--- config.mk ---
export PLATFORM = sky130hd
export DESIGN_NAME = fifo_push_gen
export DESIGN_NICKNAME = d
export VERILOG_FILES = /design/src/rtl/fifo_push_gen.sv
export SDC_FILE = /design/constraint.sdc
export NUM_CORES = 1
export LEC_CHECK = 0
export ABC_AREA = 1
export CORE_MARGIN = 2
export CORE_UTILIZATION = 25
export CTS_BUF_LIST = sky130_fd_sc_hd__clkbuf_4
export DETAILED_ROUTE_END_ITERATION = 8
export GPL_TIMING_DRIVEN = 0
export PLACE_DENSITY = 0.51
export SYNTH_ARGS = -nofsm -noshare
export SYNTH_HDL_FRONTEND = slang
export SYNTH_SLANG_ARGS = --single-unit
export TNS_END_PERCENT = 30
--- constraint.sdc ---
create_clock -name wclk -period 2.35 [get_ports wclk]
set_clock_uncertainty 0.1 [all_clocks]
set_input_delay 0.47 -clock wclk [delete_from_list [all_inputs] [get_ports wclk]]
set_output_delay 0.47 -clock wclk [all_outputs]
set_load 0.05 [all_outputs]
--- src/rtl/fifo_push_gen.sv ---
// rtl/fifo_push_gen.sv - write-side FIFO traffic generator with burst/gap and drain delay
//
// Purpose:
//   Pushes a run-time number of words into a FIFO write port, honouring wfull
//   back-pressure. Data is either a Galois LFSR stream or an incrementing count.
//   In burst mode, idle gaps are inserted between bursts. After the last push, the
//   FSM waits DONE_DELAY cycles and then raises a sticky wr_done.
//
// Ports:
//   wclk        write-domain clock
//   wrst_n      synchronous active-low reset
//   start       start pulse, honoured in IDLE or DONE only
//   num_cmds    words to push (sampled on accepted start)
//   mode        00 LFSR, 01 burst LFSR, 10 incrementing, 11 as 00
//   burst_len   words per burst in mode 01 (0 acts as 1)
//   gap_len     idle cycles between bursts in mode 01
//   wfull       FIFO full flag
//   winc        FIFO write enable
//   wdata       FIFO write data (zero when winc is low)
//   busy        high in PUSH, GAP, DRAIN
//   wr_done     sticky completion flag
//   push_count  accepted pushes since the last start

module fifo_push_gen #(
  parameter int          DATA_WIDTH = 8,
  parameter int          CNT_WIDTH  = 16,
  parameter logic [31:0] LFSR_SEED  = 32'h0000_00A5,
  parameter int          DONE_DELAY = 10,
  parameter int          GAP_WIDTH  = 4
) (
  input  logic                  wclk,
  input  logic                  wrst_n,
  input  logic                  start,
  input  logic [CNT_WIDTH-1:0]  num_cmds,
  input  logic [1:0]            mode,
  input  logic [GAP_WIDTH-1:0]  burst_len,
  input  logic [GAP_WIDTH-1:0]  gap_len,
  input  logic                  wfull,
  output logic                  winc,
  output logic [DATA_WIDTH-1:0] wdata,
  output logic                  busy,
  output logic                  wr_done,
  output logic [CNT_WIDTH-1:0]  push_count
);

  typedef enum logic [2:0] {
    IDLE  = 3'd0,
    PUSH  = 3'd1,
    GAP   = 3'd2,
    DRAIN = 3'd3,
    DONE  = 3'd4
  } state_t;

  // x^32 + x^22 + x^2 + x + 1 in right-shifting Galois form
  localparam logic [31:0] LFSR_MASK = 32'h8020_0003;

  localparam int DRAIN_W = (DONE_DELAY > 1) ? $clog2(DONE_DELAY) : 1;
  localparam logic [DRAIN_W-1:0]   DRAIN_LAST = DRAIN_W'(DONE_DELAY - 1);
  localparam logic [CNT_WIDTH-1:0] CNT_ONE    = CNT_WIDTH'(1);
  localparam logic [GAP_WIDTH-1:0] GAP_ONE    = GAP_WIDTH'(1);
  localparam logic [DATA_WIDTH-1:0] DATA_ONE  = DATA_WIDTH'(1);

  state_t state, state_next;

  // Command parameters captured on an accepted start
  logic [CNT_WIDTH-1:0]  num_cmds_q;
  logic [1:0]            mode_q;
  logic [GAP_WIDTH-1:0]  burst_len_q;
  logic [GAP_WIDTH-1:0]  gap_len_q;

  // Datapath state
  logic [CNT_WIDTH-1:0]  push_count_q;
  logic [31:0]           lfsr;
  logic [DATA_WIDTH-1:0] inc_cnt;
  logic [GAP_WIDTH-1:0]  burst_cnt;
  logic [GAP_WIDTH-1:0]  gap_cnt;
  logic [DRAIN_W-1:0]    drain_cnt;

  // Combinational helpers
  logic                  start_ok;
  logic                  accept;
  logic                  last_push;
  logic                  burst_mode;
  logic                  incr_mode;
  logic [GAP_WIDTH-1:0]  burst_eff;
  logic                  burst_end;
  logic [DATA_WIDTH-1:0] word;
  logic [31:0]           lfsr_next;

  always_comb begin
    start_ok   = start && ((state == IDLE) || (state == DONE));
    accept     = (state == PUSH) && !wfull;
    last_push  = accept && ((push_count_q + CNT_ONE) == num_cmds_q);
    burst_mode = (mode_q == 2'b01);
    incr_mode  = (mode_q == 2'b10);
    // A zero burst length would otherwise never terminate a burst
    burst_eff  = (burst_len_q == '0) ? GAP_ONE : burst_len_q;
    burst_end  = accept && burst_mode && ((burst_cnt + GAP_ONE) == burst_eff);
    word       = incr_mode ? inc_cnt : lfsr[DATA_WIDTH-1:0];
    lfsr_next  = {1'b0, lfsr[31:1]} ^ (lfsr[0] ? LFSR_MASK : 32'h0);
  end

  // State register
  always_ff @(posedge wclk) begin
    if (!wrst_n) begin
      state <= IDLE;
    end else begin
      state <= state_next;
    end
  end

  // Next-state logic
  always_comb begin
    state_next = state;
    case (state)
      IDLE, DONE: begin
        if (start_ok) begin
          state_next = (num_cmds == '0) ? DRAIN : PUSH;
        end
      end
      PUSH: begin
        // Completion wins over a burst boundary so the final burst never gaps
        if (last_push) begin
          state_next = DRAIN;
        end else if (burst_end && (gap_len_q != '0)) begin
          state_next = GAP;
        end
      end
      GAP: begin
        if (gap_cnt == (gap_len_q - GAP_ONE)) begin
          state_next = PUSH;
        end
      end
      DRAIN: begin
        if (drain_cnt == DRAIN_LAST) begin
          state_next = DONE;
        end
      end
      default: state_next = IDLE;
    endcase
  end

  // Command capture and datapath counters
  always_ff @(posedge wclk) begin
    if (!wrst_n) begin
      num_cmds_q   <= '0;
      mode_q       <= 2'b00;
      burst_len_q  <= '0;
      gap_len_q    <= '0;
      push_count_q <= '0;
      lfsr         <= LFSR_SEED;
      inc_cnt      <= '0;
      burst_cnt    <= '0;
      gap_cnt      <= '0;
      drain_cnt    <= '0;
    end else if (start_ok) begin
      num_cmds_q   <= num_cmds;
      mode_q       <= mode;
      burst_len_q  <= burst_len;
      gap_len_q    <= gap_len;
      push_count_q <= '0;
      lfsr         <= LFSR_SEED;
      inc_cnt      <= '0;
      burst_cnt    <= '0;
      gap_cnt      <= '0;
      drain_cnt    <= '0;
    end else begin
      // Everything that tracks pushes advances only on an accepted push, so a
      // wfull stall freezes the data stream exactly where it was.
      if (accept) begin
        push_count_q <= push_count_q + CNT_ONE;
        lfsr         <= lfsr_next;
        inc_cnt      <= inc_cnt + DATA_ONE;
        if (burst_mode) begin
          burst_cnt <= burst_end ? '0 : (burst_cnt + GAP_ONE);
        end
      end
      gap_cnt   <= (state == GAP)   ? (gap_cnt + GAP_ONE) : '0;
      drain_cnt <= (state == DRAIN) ? (drain_cnt + DRAIN_W'(1)) : '0;
    end
  end

  // Outputs
  always_comb begin
    winc       = accept;
    wdata      = accept ? word : '0;
    busy       = (state == PUSH) || (state == GAP) || (state == DRAIN);
    wr_done    = (state == DONE);
    push_count = push_count_q;
  end

endmodule

After elaboration in Yosys (flattened, before gate mapping)
Index checks and enable logic that the tools add are counted.
{ "word_totals": {"reg_bits": 97, "output_inout_bits": 27, "word_cells": 67} }
{ "op_classes": {"addsub": 6, "n_eq_ne": 14, "muxes": 12, "bitwise": 4, "n_reduce_logical": 20} }
{ "op_table": {"columns": ["operator", "n"], "rows": [
  ["$mux 32", 1],
  ["$xor 31x32->32", 1],
  ["$add 16x1->16 const B", 1],
  ["$eq 16x16->1", 1],
  ["$logic_not 16->1", 1],
  ["$mux 8", 2],
  ["$mux 3", 5],
  ["$add 4x1->4 const B", 3],
  ["$pmux 3 s4", 1],
  ["$add 8x1->8 const B", 1],
  ["$eq 4x4->1", 2],
  ["$mux 4", 2],
  ["$eq 3x2->1 const B", 2],
  ["$logic_and 1x1->1", 6],
  ["$ne 2x2->1 const B", 3],
  ["$reduce_or 3->1", 2],
  ["$eq 4x4->1 const B", 1],
  ["$logic_not 4->1", 1],
  ["$reduce_and 4->1", 1],
  ["$reduce_bool 4->1", 1],
  ["$reduce_or 2->1", 2],
  ["$sub 4x1->4 const B", 1],
  ["$eq 3x1->1 const B", 1],
  ["$eq 3x3->1 const B", 1],
  ["other kinds (9)", 13]
]} }

Depth between registers and ports, before layout
Gate-level depths: netlist of the first run.
{ "logic_depth": {"depth_word": 8, "ltp_mapped": 17, "depth_no_buf": 17} }

Worst setup path before layout of the first run
No wires, ideal clock.
{ "synth_timing": {"path_kind": "reg2out", "start": "register state[0]", "end": "output wdata[0]", "arrival_time_ns": 1.860, "setup_slack_ns": -0.080, "stages_incl_launch_ff": 8, "n_path_buf": 1, "cell_sequence": "dfxtp_1 > inv_2 > nor2_2 > nand2_2 > nor2_8 > buf_1 > nand2_1 > inv_1"} }
{ "synth_via": {"elab_chain_cells": 3} }
{ "synth_lines": {"columns": ["element", "line", "rtl"], "rows": [
  ["start, declared", "63", "state_t state, state_next;"],
  ["start signal, assigned", "108", "state <= state_next;"],
  ["$eq 3x1->1", "92", "accept = (state == PUSH) && !wfull;"],
  ["$logic_and 1x1->1", "92", null],
  ["net winc", "39", "output logic winc,"],
  ["$mux 8", "186", "wdata = accept ? word : '0;"],
  ["end, declared", "40", "output logic [DATA_WIDTH-1:0] wdata,"]
]} }
The timed path passes the listed nets, and every way through them passes these cells.

Final worst setup path of the first run
{ "layout_timing": {"start": "register state[0]", "end": "output wdata[2]"} }
{ "layout_via": {"elab_chain_cells": 3} }
{ "layout_lines": {"columns": ["element", "line"], "rows": [
  ["$eq 3x1->1", "92"],
  ["$logic_and 1x1->1", "92"],
  ["$mux 8", "186"]
]} }
Every way passes these cells.

==> results of run 1 <==
==> layout make-up <==
type | instances | area, um2 | area share
Clock inverter | 6 | 51.3 | 0.00870
Multi-Input combinational cell | 472 | 2430 | 0.412
Buffer | 25 | 120 | 0.0204
Sequential cell | 97 | 1960 | 0.332
Clock buffer | 10 | 75.1 | 0.0127
Timing Repair Buffer | 70 | 701 | 0.119
Tap cell | 229 | 287 | 0.0486
Inverter | 71 | 269 | 0.0456
Antenna cell | 1 | 2.50 | 0.000424
==> sequential cells by signal, indices dropped and copies added, names as in the netlist <==
name / count
lfsr: 32
gap_cnt: 4
gap_len_q: 4
num_cmds_q: 16
drain_cnt: 4
burst_cnt: 4
mode_q: 2
burst_len_q: 4
state: 3
inc_cnt: 8
push_count: 16
==> critical path: stages (launching register included) <==
cell       delay (ns)
dfxtp_2          0.38
inv_2            0.05
nor2_4           0.13
nand2_4          0.08
nor2_8           0.15
clkbuf_16        0.17
nand2_1          0.05
inv_1            0.06
buf_6            0.15
==> cell families (layout without fill, tap and decap cells) <==
group	count (synthesis)	in the layout	synth area share
adders and majority gates	7	7	0.0188
buffers and inverters	97	182	0.0786
other	0	1	0
xor gates and xnor gates	22	22	0.0444
and+or+nand+nor	309	309	0.291
DFF	97	97	0.418
AOI/OAI and AO/OA	133	133	0.146
muxes	1	1	0.00242
==> worst paths after layout <==
path          endpoint          start  slack, ns  cells past startpoint
max           wdata[2]       state[0]       0.07                      8
min          mode_q[1]      mode_q[1]       0.37                      2
max reg2reg   state[0]  push_count[0]       0.15                     16
min reg2reg  mode_q[1]      mode_q[1]       0.37                      2
==> metal layers <==
layer,vias to the layer above,share of wire,GRT usage
met5,-,0,0
met4,0,0.016,0.0404
met3,12,0.042,0.0318
met2,89,0.45,0.212
met1,2011,0.50,0.190
li1,2323,-,-
==> placed cells by master (no fill, tap or decap), types with 11 or more instances in the layout <==
cell type / instances
a21oi_1: 39
buf_4: 12
clkbuf_1: 20
clkbuf_4: 11
clkdlybuf4s50_1: 29
dfxtp_1: 87
dlygate4sd2_1: 14
inv_1: 63
nand2_1: 99
nand3_1: 40
nor2_1: 119
o21ai_0: 78
xor2_1: 14
==> stage by stage <==
step	std cells	hold slack (ns)	setup TNS, ns	instance area (um2)	power [mW]
after floorplan	666	0.333	-0.00482	4650	3.63
after global placement	951	0.347	-23.15	5500	4.29
after detailed placement	951	0.349	-21.65	5500	4.29
after CTS	971	0.384	-0.0417	5710	5.27
after global routing	981	0.390	-0.351	5900	5.77
final	981	0.374	0	5900	5.35
==> power groups by stage <==
stage          clock network (mW)  registers [mW]  logic (mW)
2_1_floorplan                   0            2.30        1.33
3_3_place_gp                    0            2.22        2.07
3_5_place_dp                    0            2.22        2.07
4_1_cts                     0.918            2.19        2.16
5_1_grt                     0.974            2.23        2.56
6_report                    0.866            2.19        2.29
==> repair_timing <==
action                                  CTS  global route
gates cloned                              1             1
pin swaps                                 4             7
endpoints found under the setup margin   37            19
gates resized for setup                 108            44
buffers inserted                          4             8
hold buffers                              0             0
==> flow_summary.json, run 1 <==
{
  "outcome": "finished, final reports clean",
  "synth_area_leader_cell": "dfxtp_1",
  "ir_worst_vdd_mv": 0.689,
  "portBuffers": 56,
  "synth-async-reset-ratio": 0,
  "vias": 4435,
  "switching_share": 0.440,
  "tightest_slew_ns": 0.596,
  "clkTransAtPathRegs_ns": 0.17,
  "leakagePower_nw": 2.57,
  "syn_area_um2": 4650,
  "drt_first_iter_violations": 337,
  "core-area_um2": 18100,
  "worstPathRequired_ns": 1.78,
  "post-route-util": 0.326,
  "yosysSeqAreaShare": 0.418,
  "layout-drive-gt1-share": 0.132,
  "fillCellCount": 1947,
  "dieHeight_um": 140,
  "routed_wl_mm": 13.3,
  "synth_flop_cell": "dfxtp_1",
  "final_net_count": 783,
  "synth_edf_count": 0,
  "clockBufferDepth": 2,
  "numCtsBuffers": 9,
  "finalHoldViolations": 0,
  "holdCritPathClass": "flop to flop",
  "p_per_area_nw_per_um2": 907,
  "dieArea_um2": 19700,
  "crit_path_end_kind": "output pin",
  "arrival_ns": 1.71,
  "place_congestion": 0.833,
  "synth_commonest_cells": "nor2_1, nand2_1, dfxtp_1",
  "cts_tree": "done",
  "maxCapViolCount": 0,
  "routed_via_density": 4.52,
  "pwr-share-seq": 0.410,
  "wl_per_cell_um": 13.5,
  "synth_top_area_share": 0.418,
  "p_int_mw": 3.00,
  "syn-num-nets": 703,
  "area_growth_pct": 26.9,
  "clock_sinks": 97,
  "num_rows": 49,
  "syn_inst": 666,
  "grt_pass1_wl_mm": 21.3,
  "start_util": 0.257,
  "first_global_vias": 4118,
  "power.clock.fraction": 0.162,
  "synth.distinct_cells": 35,
  "insertion_delay_ns": 0.47,
  "dpl.hpwl_mm": 9.54,
  "combPwrFrac": 0.429,
  "start_kind": "flop",
  "place_ws_ns": -0.663,
  "fin_crit_sh": 0.970,
  "overflow": 0,
  "power_switching_mw": 2.35,
  "antenna_left": 0,
  "min_period_ns": 2.28,
  "finalMaxSlewViolations": 0,
  "worst_slack_ns": 0.0712,
  "finalSetupViolCount": 0,
  "clock-root-buffer": "clkbuf_4",
  "relSlewSlack": 0.603,
  "worstPathMaxFanout": 5,
  "htree_levels": 3,
  "yosysMostFrequentCell": "nor2_1",
  "ios": 57,
  "drc": 0,
  "ys.warnings.count": 0,
  "grt_max_degree": 18,
  "grt_antenna_before_repair": 1,
  "crit_type": "flop to output pin",
  "die_w_um": 140,
  "dr.pass1.iters": 4,
  "rsz0062_at_grt": "yes",
  "max_freq_mhz": 439,
  "grt_use_total": 0.137,
  "ys_ff_latch": 97,
  "synth.avg_cell_area_um2": 6.98,
  "synth.area.top_cells": "dfxtp_1, nor2_1, o21ai_0, nand2_1, inv_1"
}
(Power assumes the default switching activity.)
==> run 2: changes to the inputs <==
--- a/config.mk
+++ b/config.mk
@@ -17,2 +17 @@
 export SYNTH_SLANG_ARGS = --single-unit
-export TNS_END_PERCENT = 30
--- a/constraint.sdc
+++ b/constraint.sdc
@@ -4,2 +4,2 @@
 set_output_delay 0.47 -clock wclk [all_outputs]
-set_load 0.05 [all_outputs]
+set_load 0.02 [all_outputs]
==> run 2 against run 1 <==
  * Final cell count up 0.20%
  * Clock power is 18% higher
  * First-iteration DRC count is 26% lower
  * Via count decreased by 0.23%
  * Wire length is 0.66% lower
  * Highest routed layer unchanged
  * Core utilization about the same
  * Critical path type unchanged
==> flow_summary.json, run 2 (synthesis gave the netlist of run 1 again) <==
{
  "r2r-end": "state[0]",
  "clock_sinks": 97,
  "grt_use_total": 0.137,
  "p_total_mw": 5.30,
  "worstPathMaxFanout": 5,
  "min_period_ns": 2.27,
  "clkTransAtPathRegs_ns": 0.15,
  "start_util": 0.257,
  "finalSetupViolCount": 0,
  "drc": 0,
  "multi_input_area_um2": 2410,
  "finalHoldViolations": 0,
  "max_freq_mhz": 440,
  "dpl.hpwl_mm": 9.52,
  "routed_wl_mm": 13.2,
  "vias": 4425,
  "area_growth_pct": 27.0,
  "rr_worst_depth": 15,
  "crit_type": "flop to output pin",
  "final_common_cell": "nor2_1",
  "htree_levels": 3,
  "place_ws_ns": -0.684,
  "portBuffers": 56,
  "layout-drive-gt1-share": 0.129,
  "dieArea_um2": 19700,
  "post-route-util": 0.326,
  "grt_antenna_before_repair": 1,
  "clock-root-buffer": "clkbuf_4",
  "largest_reg_flops": 32,
  "ios": 57,
  "wl_per_cell_um": 13.4,
  "p_per_area_nw_per_um2": 898,
  "whs_path_depth": 2,
  "worstPathRequired_ns": 1.78,
  "crit_slowest_cell": "dfxtp_2",
  "relSlewSlack": 0.586,
  "cpPeakStageDelay_ns": 0.38,
  "die_w_um": 140,
  "first_global_vias": 4057,
  "cp_cell_sequence": "inv_4, or2_4, mux2_2, nand2_1, inv_1, buf_2",
  "start_kind": "flop",
  "cts_tree": "done",
  "layout_common_cells": "nor2_1, nand2_1, dfxtp_1, o21ai_0, inv_1",
  "ir_worst_vdd_mv": 0.580,
  "r2r-start": "push_count[0]",
  "place_congestion": 0.833,
  "worst_slack_ns": 0.0761,
  "final_net_count": 785,
  "regMostFlops": "lfsr",
  "hold_ws_ns": 0.365,
  "leakagePower_nw": 2.51,
  "insertion_delay_ns": 0.47,
  "drt_first_iter_violations": 251,
  "seq_area_um2": 1960,
  "hp-start": "lfsr[8]",
  "hold_end": "lfsr[7]",
  "dieHeight_um": 140,
  "dr.pass1.iters": 4,
  "arrival_ns": 1.70,
  "maxCapViolCount": 0,
  "tns_ns": 0,
  "fillCellCount": 1974,
  "num_rows": 49,
  "finalMaxSlewViolations": 0,
  "core-area_um2": 18100,
  "rsz0062_at_grt": "yes",
  "ff2ff_setup_slack_ns": 0.14,
  "routed_via_density": 4.50,
  "hold_buffers": 0,
  "clockBufferDepth": 2,
  "numCtsBuffers": 9,
  "grt_max_degree": 15,
  "antenna_left": 0,
  "fin_crit_sh": 0.968,
  "tightest_slew_ns": 0.620,
  "holdCritPathClass": "flop to flop",
  "outcome": "finished, final reports clean",
  "overflow": 0,
  "grt_pass1_wl_mm": 21.3,
  "crit_path_end_kind": "output pin"
}
run 2: stage by stage:
step                area [um2]  cells
floorplan                 4650    666
global placement          5490    951
detailed placement        5490    951
CTS                       5730    974
global route              5900    983
finish                    5900    983
run 2: repair_timing:
action / in CTS / in global routing
endpoints found under the setup margin: 24 / 18
gates cloned: 2 / 0
gates resized for setup: 64 / 48
setup buffers: 6 / 8
pin swaps: 4 / 8
hold endpoints to repair: 0 / 0
run 2: where the power goes:
group | total, mW | internal (mW) | switching [mW]
Clock | 1.02 | 0.462 | 0.557
Combinational | 2.08 | 0.812 | 1.27
Sequential | 2.19 | 1.95 | 0.243
run 2: how the worst max path moves through the flow:
| stage | start | end | slack, ns |
|---|---|---|---|
| after CTS | state[0] | winc | 0.002 |
| after floorplan | push_count[0] | state[0] | 0.26 |
| after detailed placement | wfull | wdata[0] | -0.68 |
| after global placement | wfull | wdata[1] | -0.69 |
| final | mode_q[1] | wdata[3] | 0.08 |
| after global routing | push_count[0] | state[0] | -0.05 |
run 2: final cells by class:
class	instances	share of cell area
multi-input cells	472	0.408
flip-flops and latches	97	0.332
repair buffers	72	0.119
well taps	229	0.0486
inverters	71	0.0456
plain buffers	25	0.0197
clock buffers	12	0.0153
clock inverters	4	0.0115
diodes	1	0.000424
run 2: critical path: cells and delay by family (launching register included):
kind	cells	cell delay [ns]
flops	1	0.38
simple gates	2	0.34
mux	1	0.29
buf+inv	3	0.22
run 2: per-layer routing:
| layer | global-route usage | share of wire |
|---|---|---|
| met5 | 0 | 0 |
| met1 | 0.191 | 0.50 |
| met2 | 0.211 | 0.44 |
| met3 | 0.0338 | 0.041 |
| met4 | 0.0399 | 0.013 |
==> variant: new RTL, settings of run 2 <==
The 5 states of `state_t` get a Gray code encoding in 3 bits.
--- a/src/rtl/fifo_push_gen.sv
+++ b/src/rtl/fifo_push_gen.sv
@@ -46,7 +46,7 @@
   typedef enum logic [2:0] {
-    IDLE  = 3'd0,
-    PUSH  = 3'd1,
-    GAP   = 3'd2,
-    DRAIN = 3'd3,
-    DONE  = 3'd4
+    IDLE  = 3'b000,
+    PUSH  = 3'b001,
+    GAP   = 3'b011,
+    DRAIN = 3'b010,
+    DONE  = 3'b110
   } state_t;
Function: no difference found for any inputs over 10 cycles, from zero or initial values and one cycle with wrst_n low; not proved beyond that.
==> variant against run 2 <==
  * Cell area down 0.36%
  * Total power down 3.5%
  * Count of clock-buffer cells in the layout down 3
  * Synthesized area up 2.0%
  * Non-clock buffer count down 8
  * Routed wire length down 0.26%
  * Sequential cell count unchanged
  * Via count up 0.66%
  * Setup slack better by 11 ps
==> variant: results (changes against run 2) <==
Status:
- The run finished with clean final reports.

Global routing:
- The via count of the first global-routing pass is 4052 (-0.12%).
- The global-route usage over all layers is 13.1% (-0.65 points).
- The maximum number of pins on one net before global-route repair is 18 (+3).
- The first-pass GRT wire length is 20600 um (-3.2%).

Finish:
- The share of final layout cell area taken by non-clock buffers is 13.0% (-0.87 points).
- The fraction of final layout cells with drive strength greater than 1 is 13.0% (+0.17 points).
- The fraction of area in clock buffers and inverters is 2.06% (-0.61 points).
- The final-layout clock buffer total was 9 (-3).
- The total of plain and repair buffers excluding clock buffers came to 89 (-8.2%).
- The synthesis-to-finish area growth is 24.0%.
- The final layout net count is 783 (-0.25%).

Drt:
- The first-pass iteration count of the detailed router is 5 (+1).
- The average wire per cell in the routed design is 13.3 um (-0.56%).
- The total via count in the routed design came to 4454 (+0.66%).
- The detailed-route wire length is 13200 um (-0.26%).

Placed design:
- The placer's final routability congestion estimate is 0.797 (-4.3%).
- The estimated wirelength of the detail-placed design came to 9740 um (+2.3%).

Synth:
- The share of the synthesized netlist area taken by xor and xnor gates is 4.86% (+0.41 points).
- The gate count after technology mapping was 672 (+0.90%).
- The count of distinct cell types in the synthesized netlist is 37 (+5.7%).

Pwr:
- The total power divided by cell area is 869 nW/um^2 (-3.2%).
- The part of the total power dissipated in combinational logic is 42.7% (+3.4 points).
- The power dissipated in the clock network is 0.848 mW (-17%).
- The group drawing the most power is combinational logic.
- The maximum vdd drop is 0.300 mV (-48%).

Critical path:
- The maximum cell stage delay along the critical path is 350 ps (-30 ps).
- The maximum fanout encountered on the critical timing path was 6 (+1).
- The cell count of the worst reg-to-reg path was 13 (-2).

Timing:
- The transition time of the tightest slew-check pin is 608 ps (-12.4 ps).

Clocking:
- The insertion delay to the later sink of the worst-skew pair is 500 ps (+30 ps).
## variant: repair_timing
action                     4_1_cts  5_1_grt
resized for setup               60       42
setup buffers                    5        3
pin swaps                        1        5
setup endpoints to repair       13       17
hold buffers                     0        0
gates cloned                     0        2
## variant: cell families (layout without fill, tap and decap cells)
kind of cell,count (synthesis),after routing
fa+ha+maj,7,7
buf+inv,100,178
xor+xnor,23,23
other cells,0,1
flops,97,97
compound gates,137,137
simple gates,308,309
## variant: layer usage
| layer | wire length, um | up-vias | track usage (%) |
|---|---|---|---|
| met5 | 0 | - | 0 |
| met4 | 168 | 0 | 4.00 |
| met3 | 613 | 13 | 3.07 |
| met2 | 5740 | 93 | 19.8 |
| met1 | 6640 | 2014 | 18.4 |
| li1 | - | 2334 | - |
## variant: worst paths after layout
path | start | end
worst min register to register | lfsr[16] | lfsr[15]
worst max-delay path | state[0] | wdata[1]
worst min-delay path | wrst_n | num_cmds_q[12]
worst max register to register | state[0] | state[0]
